==> src/rtl/frame_serializer_pkg.sv <==
// Shared types and sizing helpers for the frame serializer.
// FRAME_SERIALIZER_PARITY_EN adds a trailing per-lane parity beat to every word.
package frame_serializer_pkg;

`ifdef FRAME_SERIALIZER_PARITY_EN
  typedef enum logic [1:0] {ST_IDLE, ST_SHIFT, ST_PARITY} state_t;
  localparam int PARITY_BEATS = 1;
`else
  typedef enum logic [1:0] {ST_IDLE, ST_SHIFT} state_t;
  localparam int PARITY_BEATS = 0;
`endif

  function automatic int beats_per_word(input int data_size, input int lanes);
    return data_size / lanes + PARITY_BEATS;
  endfunction

  function automatic int cnt_width(input int data_size, input int lanes);
    return $clog2(beats_per_word(data_size, lanes) + 1);
  endfunction

endpackage

==> src/rtl/frame_serializer_if.sv <==
// Parallel-word load handshake between a word producer and the serializer.
interface frame_serializer_if #(
  parameter int DATA_SIZE = 64
);
  logic [DATA_SIZE-1:0] data_in;
  logic                 load_valid;
  logic                 load_ready;

  modport master (output data_in, load_valid, input load_ready);
  modport slave  (input data_in, load_valid, output load_ready);
endinterface

==> src/rtl/serializer_hold_buffer.sv <==
// One-word holding buffer; owns the load handshake and parks a word while the shifter is busy.
module serializer_hold_buffer #(
  parameter int DATA_SIZE = 64
) (
  input  logic                 clk,
  input  logic                 rst_n,
  frame_serializer_if.slave    ld,
  input  logic                 s_idle,
  input  logic                 pop,
  output logic                 accept,
  output logic                 full,
  output logic [DATA_SIZE-1:0] data
);
  // Ready drops combinationally with reset so nothing is accepted while held in reset.
  assign ld.load_ready = rst_n && !full;
  assign accept        = ld.load_valid && ld.load_ready;

  always_ff @(posedge clk or negedge rst_n) begin
    if (!rst_n) begin
      full <= 1'b0;
      data <= '0;
    end else if (pop) begin
      full <= 1'b0;
    end else if (accept && !s_idle) begin
      full <= 1'b1;
      data <= ld.data_in;
    end
  end
endmodule

==> src/rtl/frame_serializer.sv <==
// Parallel-to-serial word shifter, LANES bits per beat, gapless reload from a holding buffer.
// FRAME_SERIALIZER_PARITY_EN appends one XOR-parity beat per word.
module frame_serializer
  import frame_serializer_pkg::*;
#(
  parameter int DATA_SIZE = 64,
  parameter int LANES     = 1,
  parameter int MSB_FIRST = 1
) (
  input  logic                 CLK,
  input  logic                 RST_N,
  input  logic [DATA_SIZE-1:0] DATA_IN,
  input  logic                 LOAD_VALID,
  output logic                 LOAD_READY,
  input  logic                 SHIFT_EN,
  output logic [LANES-1:0]     DATA,
  output logic                 DATA_VALID,
  output logic                 FRAME_START,
  output logic                 FRAME_END,
  output logic                 BUSY
);
  localparam int            B_DATA = DATA_SIZE / LANES;
  localparam int            CW     = cnt_width(DATA_SIZE, LANES);
  localparam logic [CW-1:0] LAST   = CW'(B_DATA - 1);

  generate
    if (DATA_SIZE % LANES != 0) begin : g_bad_lanes
      $error("frame_serializer: DATA_SIZE must be a multiple of LANES");
    end
  endgenerate

  frame_serializer_if #(.DATA_SIZE(DATA_SIZE)) ld ();
  assign ld.data_in    = DATA_IN;
  assign ld.load_valid = LOAD_VALID;
  assign LOAD_READY    = ld.load_ready;

  state_t               state;
  logic [DATA_SIZE-1:0] sreg;
  logic [CW-1:0]        cnt;
  logic [DATA_SIZE-1:0] h_data;
  logic [LANES-1:0]     slice;
  logic                 accept, h_full, s_idle, last_beat, pop;

  serializer_hold_buffer #(.DATA_SIZE(DATA_SIZE)) u_hold (
    .clk    (CLK),
    .rst_n  (RST_N),
    .ld     (ld),
    .s_idle (s_idle),
    .pop    (pop),
    .accept (accept),
    .full   (h_full),
    .data   (h_data)
  );

  assign s_idle = (state == ST_IDLE);
  assign slice  = (MSB_FIRST != 0) ? sreg[DATA_SIZE-1 -: LANES] : sreg[LANES-1:0];
  assign BUSY   = !s_idle || h_full;

`ifdef FRAME_SERIALIZER_PARITY_EN
  logic [LANES-1:0] par;
  assign last_beat = SHIFT_EN && (state == ST_PARITY);
`else
  assign last_beat = SHIFT_EN && (state == ST_SHIFT) && (cnt == LAST);
`endif

  // H drains either on the final beat (gapless reload) or when S went idle with a word parked.
  assign pop = (last_beat && h_full) || (s_idle && h_full);

  always_ff @(posedge CLK or negedge RST_N) begin
    if (!RST_N) begin
      state       <= ST_IDLE;
      sreg        <= '0;
      cnt         <= '0;
      DATA        <= '0;
      DATA_VALID  <= 1'b0;
      FRAME_START <= 1'b0;
      FRAME_END   <= 1'b0;
`ifdef FRAME_SERIALIZER_PARITY_EN
      par         <= '0;
`endif
    end else begin
      DATA_VALID  <= 1'b0;
      FRAME_START <= 1'b0;
      FRAME_END   <= 1'b0;
      if (SHIFT_EN) begin
        case (state)
          ST_IDLE: DATA <= '0;
          ST_SHIFT: begin
            DATA        <= slice;
            DATA_VALID  <= 1'b1;
            FRAME_START <= (cnt == '0);
            sreg        <= (MSB_FIRST != 0) ? (sreg << LANES) : (sreg >> LANES);
            cnt         <= cnt + CW'(1);
`ifdef FRAME_SERIALIZER_PARITY_EN
            par         <= (cnt == '0) ? slice : (par ^ slice);
            if (cnt == LAST) state <= ST_PARITY;
`else
            FRAME_END   <= (cnt == LAST);
`endif
          end
`ifdef FRAME_SERIALIZER_PARITY_EN
          ST_PARITY: begin
            DATA       <= par;
            DATA_VALID <= 1'b1;
            FRAME_END  <= 1'b1;
          end
`endif
          default: ;
        endcase
        if (last_beat) begin
          if (h_full) begin
            sreg  <= h_data;
            cnt   <= '0;
            state <= ST_SHIFT;
          end else begin
            state <= ST_IDLE;
          end
        end
      end
      // Idle shifter takes a parked word first, otherwise a freshly accepted one.
      if (s_idle && (accept || h_full)) begin
        sreg  <= h_full ? h_data : DATA_IN;
        cnt   <= '0;
        state <= ST_SHIFT;
      end
    end
  end
endmodule

==> config.mk <==
export PLATFORM = sky130hd
export DESIGN_NAME = frame_serializer
export DESIGN_NICKNAME = d
export VERILOG_FILES = /design/src/rtl/frame_serializer_pkg.sv /design/src/rtl/frame_serializer_if.sv /design/src/rtl/serializer_hold_buffer.sv /design/src/rtl/frame_serializer.sv
export SDC_FILE = /design/constraint.sdc
export NUM_CORES = 1
export LEC_CHECK = 0
export BUFFER_PORTS_ARGS = -buffer_cell sky130_fd_sc_hd__buf_4
export CAP_MARGIN = 20
export CORE_UTILIZATION = 25
export CTS_BUF_LIST = sky130_fd_sc_hd__clkbuf_2 sky130_fd_sc_hd__clkbuf_4 sky130_fd_sc_hd__clkbuf_8
export DETAILED_ROUTE_END_ITERATION = 12
export GPL_ROUTABILITY_DRIVEN = 0
export PLACE_DENSITY_LB_ADDON = 0.05
export SETUP_SLACK_MARGIN = 0.02
export SKIP_LAST_GASP = 1
export SYNTH_ARGS = -nofsm -noshare
export SYNTH_HDL_FRONTEND = slang
export SYNTH_SLANG_ARGS = --single-unit
==> constraint.sdc <==
create_clock -name CLK -period 1.5 [get_ports CLK]
set_input_delay 0 -clock CLK [delete_from_list [all_inputs] [get_ports CLK]]
set_output_delay 0 -clock CLK [all_outputs]
set_load 0.05 [all_outputs]
# After elaboration in Yosys (flattened, before gate mapping)
# Index checks and enable logic that the tools add are counted.
# word_totals
ff_bits	142
out_inout_bits	6
# op_classes
bitwise	1
n_addsub	1
n_reduce_logical	22
n_mux	24
n_eq_ne	2
# ops
op	count
2-to-1 mux 64 bit	6
2-to-1 mux 7 bit	5
2-to-1 mux 1 bit	9
logical AND 1 bit	8
nonzero test 2 bit	4
adder 7 x 1 -> 7 bit, second input constant	1
== test 7 x 6 -> 1 bit, second input constant	1
zero test 7 bit	1
2-to-1 mux 2 bit	3
AND reduction 2 bit	3
logical OR 1 bit	3
== test 2 x 1 -> 1 bit, second input constant	1
zero test 1 bit	2
zero test 2 bit	1
case mux 1 bit (2 select lines)	1
inverter 1 bit	1

# Depth between registers and ports, before layout
# logic_depth
word_depth	7
mapped_depth	7

# Cells and area by module
# A second synthesis with hierarchy kept.
# hier_totals
hier_cells	717
hier_area_um2	8052.7
# modules_own_cells
mod	cells_per_inst	instances	seq_area_each_um2	area_per_inst_um2
frame_serializer	575	1	1901.8	5413.9
serializer_hold_buffer	142	1	1626.6	2638.8

# Least setup slack after synthesis
# No wires, ideal clock.
# synth_timing
kind	register to register
startpoint	register cnt[0]
endpoint	register sreg[16]
arrival_time_ps	1539
synth_period_minus_slack_ps	1673
path_stages_with_launch	8
slack_ps	-173
n_path_buf	2
path_cell_list	dfrtp_1 > ha_1 > and4b_1 > and3_1 > buf_2 > buf_2 > a211oi_1 > o211ai_1
# synth_between
elab_chain_len	5
# synth_rtl
element	line_no	source
start: declaration	frame_serializer.sv:39	logic [CW-1:0] cnt;
start signal: assignment	frame_serializer.sv:93	cnt <= cnt + CW'(1);
== test 7 x 6 -> 1 bit	frame_serializer.sv:63	assign last_beat = SHIFT_EN && (state == ST_SHIFT) && (cnt == LAST);
logical AND 1 bit	frame_serializer.sv:63	
2-to-1 mux 64 bit	frame_serializer.sv:110	if (last_beat) begin
2-to-1 mux 64 bit	frame_serializer.sv:85	if (SHIFT_EN) begin
2-to-1 mux 64 bit	frame_serializer.sv:121	if (s_idle && (accept || h_full)) begin
end signal: assignment	frame_serializer.sv:92	sreg <= (MSB_FIRST != 0) ? (sreg << LANES) : (sreg >> LANES);
end signal: assignment	frame_serializer.sv:112	sreg <= h_data;
end signal: assignment	frame_serializer.sv:122	sreg <= h_full ? h_data : DATA_IN;
end: declaration	frame_serializer.sv:38	logic [DATA_SIZE-1:0] sreg;
# No other way between the ends. The select of a mux whose other input is x is not followed.
# A chain may end at the register's enable or synchronous reset.

# Final worst setup path
# layout_timing
startpoint	register state[0]
endpoint	register u_hold.data[57]
# layout_between
elab_chain_len	7
elab_cells_between_ends	11
classes_between	eq/ne (1); bitwise (1); reduce/logical (9)
# layout_rtl
element	line_no	source
start: declaration	frame_serializer.sv:37	state_t state;
start signal: assignment	frame_serializer.sv:71	state <= ST_IDLE;
start signal: assignment	frame_serializer.sv:114	state <= ST_SHIFT;
start signal: assignment	frame_serializer.sv:116	state <= ST_IDLE;
== test 2 x 1 -> 1 bit	frame_serializer.sv:63	
logical AND 1 bit (2 in a row)	frame_serializer.sv:63	
logical AND 1 bit	frame_serializer.sv:67	assign pop = (last_beat && h_full) || (s_idle && h_full);
logical OR 1 bit	frame_serializer.sv:67	
inverter 1 bit (no source line)	n/a	
AND reduction 2 bit (no source line) (*)	n/a	
end signal: assignment	serializer_hold_buffer.sv:26	data <= ld.data_in;
end: declaration	serializer_hold_buffer.sv:12	output logic [DATA_SIZE-1:0] data
# Every way passes the cells marked *; elsewhere a longest branch is shown, timed or not.

==> flow_summary.json <==
{
  "fin_setup_tns_ns": -15.42,
  "powerDensity_mw_per_mm2": 1524,
  "crit_fanout": 9,
  "clock_latency_ns": 0.47,
  "cts_root_buf": "clkbuf_8",
  "dp_hpwl_mm": 15.16,
  "switching_share_pct": 33.54,
  "grt_pass1_wl_mm": 37.94,
  "vias": 6514,
  "combPwrFrac_pct": 41.8,
  "vdd_drop_max_v": 0.0006792,
  "final-setup-viol-count": 130,
  "clockPowerShare_pct": 19.1,
  "period_needed_ns": 1.680,
  "critPathLaunchType": "register",
  "final_util_pct": 36.63,
  "fin_ws_ns": -0.1804,
  "grt_start_max_net_pins": 48,
  "switching_power_uw": 5772,
  "final_cell_mix": "dfrtp_1 (139), mux2_2 (130), buf_4 (112)",
  "clkTransAtPathRegs_ns": 0.09,
  "hold_class": "in2async",
  "detail_route.vias_per_cell": 4.890,
  "synthArstFlopShare_pct": 100.0,
  "synth_nets": 810,
  "cts_tree": "done",
  "synth_area_leaders": "dfrtp_1 (45%), mux2_2 (23%), o211ai_1 (6.0%)",
  "dr.pass1.iters": 7,
  "clockBufferDepth": 2,
  "area_growth_pct": 43.18,
  "nets": 993,
  "avgSynthCellArea_um2": 10.66,
  "die_x_um": 179.6,
  "core_mm2": 0.03083,
  "internal-power_uw": 11440,
  "reg_top3": "sreg: 64 flops, u_hold.data: 64 flops, cnt: 7 flops",
  "critPathKind": "reg2reg",
  "synth_area_mm2": 0.007888,
  "yosysSeqAreaShare_pct": 44.73,
  "start_util_pct": 25.58,
  "worstPathArrival_ns": 2.03,
  "synth_edf_count": 0,
  "cp_data_required_time_ns": 1.85,
  "drive_gt1_share_pct": 43.59,
  "period_share_pct": 112.0,
  "worst_pin_slew_ns": 0.6114,
  "yosys_warnings": 0,
  "antenna_found_initial": 0,
  "violations": "negative setup slack",
  "p_seq_share_pct": 39.1,
  "synth_seq_cells": 141,
  "wire_per_inst_um": 18.65,
  "cp-end-kind": "register",
  "portBuffers": 73,
  "globalRoute.totalOverflow": 0,
  "rows": 64,
  "grt_setup_unrepaired": "true",
  "pin_count": 74,
  "ys_types": 35,
  "cts-htree-levels": 4,
  "first_global_vias": 6820,
  "skew_ns": 0.02328,
  "totalWireLength_mm": 24.84,
  "die_height_um": 179.6,
  "final_common_cell": "dfrtp_1",
  "hold_viol": 0,
  "numCtsBuffers": 17,
  "dieArea_mm2": 0.03227,
  "slew-limit-headroom_pct": 59.24,
  "leakage_uw": 0.004905,
  "synthCells": 740,
  "status": "complete, but fails checks",
  "drtIter0Drc": 266,
  "fmax_mhz": 595.1,
  "synth.largest_area_cell": "dfrtp_1",
  "drc_errors": 0,
  "grt_use_total_pct": 15.01,
  "diodes": 0,
  "slew_violations": 0,
  "cap_violations": 0,
  "yosysTopAreaCellShare_pct": 44.73,
  "clock-sinks": 141,
  "ys.flop_type": "dfrtp_1",
  "ant_nets": 0
}
==> area by class of cell <==
type	instances	area (um^2)
Clock buffer	20	275.3
Clock inverter	12	136.4
Fill cell	3041	19540
Inverter	6	26.28
Multi-Input combinational cell	530	4456
Sequential cell	141	3536
Tap cell	396	495.5
Timing Repair Buffer	227	2369
==> cell usage after synthesis (all sizes together) (6+ instances only) <==
| cell | number |
|---|---|
| o211ai | 63 |
| clkbuf | 31 |
| a211oi | 31 |
| nor2 | 6 |
| mux2i | 32 |
| dfrtp | 141 |
| nand2 | 74 |
| inv | 6 |
| buf | 32 |
| nor2b | 33 |
| mux2 | 159 |
| nand3 | 68 |
| a21oi | 6 |
| o21ai | 34 |
==> power groups by stage <==
| stage | sequential (uW) | combinational (uW) | clock (uW) |
|---|---|---|---|
| after CTS | 6680 | 6700 | 3440 |
| after floorplan | 6390 | 4540 | 0 |
| after global routing | 6990 | 7810 | 3580 |
| final | 6720 | 7190 | 3290 |
| after detailed placement | 6760 | 6320 | 0 |
| after global placement | 6710 | 6190 | 0 |
==> kinds of logic after synthesis <==
kind of cell,synth area share (%)
adder cells (fa/ha/maj),0.3172
AO/OA/AOI/OAI,11.87
XOR/XNOR,0.4442
buffers and inverters,3.823
multiplexers,26.76
flip-flops,44.73
AND/OR/NAND/NOR,12.06
==> worst max-delay path, stage by stage (launching register included) <==
cell and delay, ns:
dfrtp_4 0.50, buf_6 0.13, buf_12 0.13, nand3_4 0.12, buf_12 0.17, clkbuf_16 0.18, mux2_2 0.32
==> per-layer routing <==
metal,routed length (um),global-route usage (%),vias up,share of wire (%)
met5,0,0,-,0
met4,314,4.207,0,1.3
met3,589,2.917,24,2.4
met2,11890,24.67,103,48
met1,12040,20.02,3309,48
li1,-,-,3078,-
==> repair_timing <==
item                                    4_1_cts  5_1_grt
hold buffers                                 68        0
setup buffers                                 8       12
gates cloned                                  0        9
endpoints found under the hold margin       163        0
endpoints found under the setup margin      137      141
gates resized for setup                      29       57
pin swaps                                     6       12
==> stage by stage <==
step	instances	power (uW)	area (um^2)	setup slack, ns	hold WS, ns
finish	1332	17210	11290	-0.1804	0.07650
global route	1332	18380	11290	-0.2569	0.07803
CTS	1311	16820	10800	-0.1687	0.04766
detailed placement	1203	13090	9534	-0.1694	-0.1671
global placement	1203	12900	9534	-0.1217	-0.1638
floorplan	740	10930	8118	-0.04029	-0.2956
==> final timing paths <==
path	endpoint	slack, ns	cells after the start	startpoint
min reg2reg	u_hold.data[36]$_DFFE_PN0P_	0.53	1	u_hold.data[36]$_DFFE_PN0P_
max reg2reg	u_hold.data[57]$_DFFE_PN0P_	-0.18	6	state[0]$_DFFE_PN0P_
min in group CLK	u_hold.full$_DFFE_PN0P_	0.11	5	RST_N
max in group asynchronous	u_hold.data[20]$_DFFE_PN0P_	0.44	4	RST_N
min	u_hold.data[8]$_DFFE_PN0P_	0.08	2	RST_N
max	u_hold.data[57]$_DFFE_PN0P_	-0.18	6	state[0]$_DFFE_PN0P_
(Power assumes the default switching activity.)
